[config.mk]
export PLATFORM = sky130hd
export DESIGN_NAME = mem_bus_arbiter
export DESIGN_NICKNAME = d
export VERILOG_FILES = /design/src/rtl/mem_bus_arbiter.sv
export SDC_FILE = /design/constraint.sdc
export NUM_CORES = 1
export LEC_CHECK = 0
export ABC_AREA = 0
export CORE_AREA = 4 4 121 123
export DETAILED_ROUTE_END_ITERATION = 10
export DIE_AREA = 0 0 125 127
export MAX_ROUTING_LAYER = met4
export PLACE_DENSITY = 0.67
export SLEW_MARGIN = 10
export SYNTH_ARGS = -nofsm -noshare
export SYNTH_HDL_FRONTEND = slang
export SYNTH_SLANG_ARGS = --single-unit
[constraint.sdc]
create_clock -name clk -period 3.22 [get_ports clk]
set_clock_uncertainty 0.15 [all_clocks]
set_input_delay 0.644 -clock clk [delete_from_list [all_inputs] [get_ports clk]]
set_output_delay 0.644 -clock clk [all_outputs]
set_load 0.05 [all_outputs]
[src/rtl/mem_bus_arbiter.sv]
// mem_bus_arbiter
//   Two-master round-robin arbiter between the CPU memory port (m0) and a
//   secondary bus master (m1), driving one address-decode bus (s_*).
//   Ownership is held for a whole transaction. Hung slave accesses are
//   completed after TIMEOUT_CYCLES with TIMEOUT_DATA and a sticky error flag.
//
//   state | meaning
//   IDLE  | no owner; arbitrate among valid masters
//   BUSY  | request forwarded to decode, waiting for s_ready or timeout
//   RESP  | one-cycle ready pulse with latched read data to the owner
//
// Ports
//   clk, reset           : clock, synchronous active-high reset
//   mX_valid/instr/addr/wdata/wstrb : master X request (X = 0 CPU, 1 secondary)
//   mX_rdata/ready       : master X response (ready is a one-cycle pulse)
//   s_valid/instr/addr/wdata/wstrb : forwarded request to address decode
//   s_rdata/ready        : decode response
//   grant                : current/last owner (0 = m0, 1 = m1)
//   timeout_err          : sticky timeout flag, cleared by clear_err
module mem_bus_arbiter #(
  parameter int unsigned TIMEOUT_CYCLES = 1024,
  parameter logic [31:0] TIMEOUT_DATA   = 32'h0
) (
  input  logic        clk,
  input  logic        reset,
  input  logic        m0_valid,
  input  logic        m0_instr,
  input  logic [31:0] m0_addr,
  input  logic [31:0] m0_wdata,
  input  logic [3:0]  m0_wstrb,
  output logic [31:0] m0_rdata,
  output logic        m0_ready,
  input  logic        m1_valid,
  input  logic        m1_instr,
  input  logic [31:0] m1_addr,
  input  logic [31:0] m1_wdata,
  input  logic [3:0]  m1_wstrb,
  output logic [31:0] m1_rdata,
  output logic        m1_ready,
  output logic        s_valid,
  output logic        s_instr,
  output logic [31:0] s_addr,
  output logic [31:0] s_wdata,
  output logic [3:0]  s_wstrb,
  input  logic [31:0] s_rdata,
  input  logic        s_ready,
  output logic        grant,
  output logic        timeout_err,
  input  logic        clear_err
);

  localparam int unsigned TW = (TIMEOUT_CYCLES > 2) ? $clog2(TIMEOUT_CYCLES) : 1;
  localparam logic [TW-1:0] TIMER_LAST = TW'(TIMEOUT_CYCLES - 1);

  typedef enum logic [1:0] {ST_IDLE, ST_BUSY, ST_RESP} state_e;

  state_e          state_q, state_d;
  logic            grant_q, grant_d;
  logic            last_grant_q, last_grant_d;
  logic [TW-1:0]   timer_q, timer_d;
  logic [31:0]     rdata_q, rdata_d;
  logic            terr_q, terr_d;
  logic            owner_valid;
  logic            timeout_hit;

  assign owner_valid = grant_q ? m1_valid : m0_valid;

  always_ff @(posedge clk) begin
    if (reset) begin
      state_q      <= ST_IDLE;
      grant_q      <= 1'b0;
      last_grant_q <= 1'b1;
      timer_q      <= '0;
      rdata_q      <= '0;
      terr_q       <= 1'b0;
    end else begin
      state_q      <= state_d;
      grant_q      <= grant_d;
      last_grant_q <= last_grant_d;
      timer_q      <= timer_d;
      rdata_q      <= rdata_d;
      terr_q       <= terr_d;
    end
  end

  always_comb begin
    state_d      = state_q;
    grant_d      = grant_q;
    last_grant_d = last_grant_q;
    timer_d      = timer_q;
    rdata_d      = rdata_q;
    timeout_hit  = 1'b0;
    unique case (state_q)
      ST_IDLE: begin
        if (m0_valid || m1_valid) begin
          // A lone requester wins outright; a tie goes to whoever did not own last.
          grant_d = (m0_valid && m1_valid) ? ~last_grant_q : m1_valid;
          timer_d = '0;
          state_d = ST_BUSY;
        end
      end
      ST_BUSY: begin
        if (!owner_valid) begin
          // Owner withdrew its request: drop silently but still rotate priority.
          last_grant_d = grant_q;
          state_d      = ST_IDLE;
        end else if (s_ready) begin
          rdata_d = s_rdata;
          state_d = ST_RESP;
        end else if (timer_q == TIMER_LAST) begin
          rdata_d     = TIMEOUT_DATA;
          timeout_hit = 1'b1;
          state_d     = ST_RESP;
        end else begin
          timer_d = timer_q + 1'b1;
        end
      end
      ST_RESP: begin
        last_grant_d = grant_q;
        state_d      = ST_IDLE;
      end
      default: state_d = ST_IDLE;
    endcase
    // Set beats clear when both land in the same cycle.
    terr_d = timeout_hit ? 1'b1 : (clear_err ? 1'b0 : terr_q);
  end

  always_comb begin
    s_valid  = 1'b0;
    s_instr  = 1'b0;
    s_addr   = '0;
    s_wdata  = '0;
    s_wstrb  = '0;
    m0_ready = 1'b0;
    m1_ready = 1'b0;
    m0_rdata = '0;
    m1_rdata = '0;
    if (state_q == ST_BUSY) begin
      s_valid = 1'b1;
      s_instr = grant_q ? m1_instr : m0_instr;
      s_addr  = grant_q ? m1_addr  : m0_addr;
      s_wdata = grant_q ? m1_wdata : m0_wdata;
      s_wstrb = grant_q ? m1_wstrb : m0_wstrb;
    end
    if (state_q == ST_RESP) begin
      m0_ready = ~grant_q;
      m1_ready = grant_q;
      m0_rdata = grant_q ? 32'h0 : rdata_q;
      m1_rdata = grant_q ? rdata_q : 32'h0;
    end
  end

  assign grant       = grant_q;
  assign timeout_err = terr_q;

endmodule

# Word level (Yosys, flattened, before mapping)
# Index checks and enable logic that the tools add are counted.
# word_totals
ff_bits,47
in_bits,176
# classes
n_addsub,1
eq_ne,9
muxes,37
bitwise,2
reduce_logical,12
# op_table
op,n
32-bit 2-to-1 mux,10
10-bit 2-to-1 mux,4
10-bit case mux with 2 select lines,1
1-bit 2-to-1 mux,14
"10-bit by 1-bit adder with 10-bit output, second input constant",1
"10-bit == test, second input constant",1
"2-bit != test, second input constant",5
2-bit 2-to-1 mux,4
4-bit 2-to-1 mux,2
2-bit nonzero test,4
2-bit AND reduction,3
5-bit AND reduction,1
"4-bit != test, second input constant",1
2-bit case mux with 2 select lines,1
3-bit AND reduction,1
"2-bit by 1-bit == test with 1-bit output, second input constant",1
"2-bit == test, second input constant",1
2-bit logical NOT,1
1-bit inverter,2
1-bit case mux with 2 select lines,1
1-bit logical AND,1
1-bit logical OR,1

# Longest topological paths before layout
# depth
ltp_word,6
ltp_mapped,6
ltp_nobuf,5

# Worst setup path after synthesis
# No wires, ideal clock.
# synth_path
kind,register to output
start,"register grant_q, in the netlist grant"
end,output m0_rdata[22]
arrival_ps,2215
required_time_ps,2426
path_slack_ps,211
stages_incl_launch_ff,6
path_cell_list,dfxtp_1 buf_2 clkbuf_1 nor2_1 clkbuf_1 and2_1
# synth_via
elab_chain_cells,2
# synth_rtl
element,line,source
start: declaration,58,"logic grant_q, grant_d;"
start signal: assignment,78,grant_q <= grant_d;
32-bit 2-to-1 mux,148,m0_rdata = grant_q ? 32'h0 : rdata_q;
32-bit 2-to-1 mux,145,if (state_q == ST_RESP) begin
end: declaration,31,"output logic [31:0] m0_rdata,"
# No other way between the ends.

# Worst setup path after layout
# layout_path
start,input m1_wdata[28]
end,output s_wdata[28]
# layout_via
elab_chain_cells,2
# layout_rtl
element,line,source
start: declaration,36,"input logic [31:0] m1_wdata,"
32-bit 2-to-1 mux,142,s_wdata = grant_q ? m1_wdata : m0_wdata;
32-bit 2-to-1 mux,138,if (state_q == ST_BUSY) begin
end: declaration,43,"output logic [31:0] s_wdata,"
# No other way between the ends.

==> results.py <==
metrics = {
    "timing": {
        "fin_crit_sh": 0.887,
        "setup_tns_ns": 0,
        "fin_hold_ws_ns": 0.317,
        "rsz0062_at_grt": "false",
        "hold_viol": 0,
        "slew_viol_final": 0,
        "min_period_ns": 2.86,
        "finalWorstSetupSlack_ns": 0.364,
        "relSlewSlack": 0.475,
        "max_freq_ghz": 0.350,
        "worst_pin_slew_ns": 0.782,
        "setup_viol": 0,
    },
    "detailed_routing": {
        "firstDrtPassIters": 4,
        "vias_per_cell": 4.67,
        "antenna_left": 0,
        "wl_um": 16000,
        "vias": 4116,
        "route.detailed.drc": 0,
        "drtIter0Drc": 161,
        "routedWlPerCell_um": 18.1,
    },
    "worst_setup_path": {
        "cp-end-kind": "output port",
        "critPathSlowestCell": "clkdlybuf4s50_1",
        "critPathMaxFanout": 1,
        "cp_common_cell": "clkdlybuf4s50_1",
        "path_class": "input port to output port",
        "cp.arrival_ns": 2.06,
        "path_cells": "clkdlybuf4s50_1, mux2i_1, nor2_1, clkdlybuf4s50_1",
        "critical_path.max_stage_delay_ns": 0.81,
        "start_kind": "input port",
        "critPathRequiredTime_ns": 2.43,
    },
    "synth": {
        "ys_seq_elements": 47,
        "seq_area_frac_synth": 0.289,
        "synth_nets": 579,
        "syn_inst": 402,
        "synthArstFlopShare": 0,
        "synth.distinct_cells": 39,
        "avgSynthCellArea_um2": 8.11,
        "synth_flop_cell": "dfxtp_1",
        "synth-edff-count": 0,
        "yosys_warnings": 0,
        "syn-cell-area_um2": 3260,
    },
    "die": {
        "start_util": 0.239,
        "core_um2": 13700,
        "dieWidth_um": 125,
        "die-area_um2": 15900,
        "die_h_um": 127,
        "ios": 314,
        "fp-row-count": 43,
    },
    "clock_tree": {
        "clkSinkCount": 47,
        "cts_buffers": 5,
        "cts_tree": "yes",
        "postCtsHoldBufs": 0,
        "clockBufferDepth": 2,
        "post-cts-setup-buffer-count": 0,
        "clock_latency_ns": 0.29,
        "htreeDepth": 2,
        "clk_pin_slew_worst_paths_ns": 0.06,
        "root_buffer": "clkbuf_16",
        "cts_resized": 0,
    },
    "power_and_ir_drop": {
        "combPwrFrac": 0.428,
        "seqPwrFrac": 0.318,
        "p_int_mw": 1.26,
        "power_frac_clock": 0.254,
        "switchingPower_uw": 689,
        "powerDensity_nw_per_um2": 270,
        "p_leak_nw": 2.85,
        "max-vdd-ir-drop_v": 0.000169,
        "sw_frac_of_total": 0.354,
    },
    "finish": {
        "fin_util": 0.527,
        "layout.cells.non_filler": 881,
        "syn_to_final_growth_pct": 121,
        "layout-drive-gt1-share": 0.223,
        "n_antenna_cell": 0,
        "final.fill_count": 1240,
        "layout.nets": 877,
    },
    "placed_design": {
        "hpwl_um": 13700,
        "gp_congestion": 0.887,
        "dp.cells": 873,
        "dp_slack_ns": 0.358,
        "port_buffers": 313,
    },
    "grt": {
        "antenna_found_initial": 0,
        "grt_max_degree": 62,
        "overflow": 0,
        "grtUsageTotal": 0.197,
        "grt_first_pass_wirelength_um": 24300,
        "grt_pass1_vias": 4223,
    },
    "outcome": {
        "outcome": "finished, final reports clean",
    },
    "flow_run": {
        "cap_viol_max_count": 0,
    },
    "min_path": {
        "hp-class": "flip-flop to flip-flop",
    },
}
-- synthesized netlist by cell type (4+ instances only) --
| master | n | area (um^2) |
|---|---|---|
| o311ai_0 | 4 | 35.0 |
| nand2b_1 | 4 | 25.0 |
| clkbuf_1 | 17 | 63.8 |
| o21ai_0 | 9 | 45.0 |
| a22o_1 | 32 | 280 |
| nand3_1 | 4 | 20.0 |
| inv_1 | 5 | 18.8 |
| buf_2 | 11 | 55.1 |
| and2_1 | 65 | 407 |
| nor2_1 | 77 | 289 |
| dfxtp_1 | 47 | 941 |
| mux2i_1 | 70 | 701 |
| a21oi_1 | 8 | 40.0 |
| nor3_1 | 5 | 25.0 |
| nand2_1 | 7 | 26.3 |
| a31oi_1 | 4 | 25.0 |
-- layer usage --
metal  GRT usage  share of wire
met5           -              0
met4      0.0497          0.020
met3      0.0602          0.085
met2       0.353           0.51
met1       0.214           0.38
-- worst paths after layout --
path	startpoint	slack, ns	cells past startpoint	end
worst max-delay path	m1_wdata[28]	0.36	4	s_wdata[28]
worst min-delay path	last_grant_q$_SDFFE_PP1P_	0.32	2	last_grant_q$_SDFFE_PP1P_
worst max register to register	state_q[1]$_SDFFE_PP0P_	0.87	5	timer_q[3]$_SDFFE_PP0P_
worst min register to register	last_grant_q$_SDFFE_PP1P_	0.32	2	last_grant_q$_SDFFE_PP1P_
-- metrics by stage --
stage / area, um^2 / power, mW
after floorplan: 3260 / 1.08
after global placement: 7070 / 1.46
after detailed placement: 7070 / 1.47
after CTS: 7210 / 1.98
after global routing: 7210 / 2.03
final: 7210 / 1.95
-- power groups by stage --
stage / combinational [mW] / clock [mW] / sequential [mW]
global placement: 0.828 / 0 / 0.631
global route: 0.878 / 0.529 / 0.622
finish: 0.833 / 0.493 / 0.619
floorplan: 0.453 / 0 / 0.623
detailed placement: 0.839 / 0 / 0.632
CTS: 0.841 / 0.515 / 0.619
-- area by class of cell --
| class | count | area (um^2) | share of cell area |
|---|---|---|---|
| Clock buffer | 7 | 133 | 0.0184 |
| Multi-Input combinational cell | 319 | 2180 | 0.302 |
| Sequential cell | 47 | 945 | 0.131 |
| Inverter | 5 | 18.8 | 0.00260 |
| Clock inverter | 1 | 5.00 | 0.000694 |
| Tap cell | 180 | 225 | 0.0312 |
| Timing Repair Buffer | 322 | 3700 | 0.514 |
-- cells in the final DEF, fill, tap and decap left out, drive strengths merged --
cell / n
a31oi: 4
ha: 1
a21boi: 1
nand2b: 4
clkinv: 1
and2: 65
o2111ai: 1
nor3: 5
o21ai: 9
nand2: 7
o32a: 1
or2: 1
o221ai: 1
or2b: 1
clkbuf: 7
nor4: 2
inv: 5
and4: 2
nand4: 1
a22o: 32
o41a: 1
a211oi: 1
dfxtp: 47
nor3b: 1
o31ai: 3
a32oi: 1
buf: 143
o311ai: 4
mux2i: 70
o21a: 1
clkdlybuf4s50: 179
nor2b: 1
or3: 4
nand3: 4
nor2: 77
and3: 3
or4: 2
a21oi: 8
-- sequential cells by signal, indices dropped and copies added (netlist names) --
signal        cells
grant             1
timeout_err       1
last_grant_q      1
timer_q          10
state_q           2
rdata_q          32
-- critical path, delay by kind of cell --
kind / cells / cell delay [ns]
simple gates: 1 / 0.09
mux: 1 / 0.06
buf+inv: 2 / 1.26
-- cells by family (layout without fill, tap and decap cells) --
family | Yosys count | after routing | share of synthesized area
mux | 70 | 70 | 0.215
simple gates | 180 | 180 | 0.286
flops | 47 | 47 | 0.289
fa+ha+maj | 1 | 1 | 0.00384
compound gates | 68 | 68 | 0.159
buf+inv | 36 | 335 | 0.0480
Note: power is estimated with default switching activity, not from simulation.
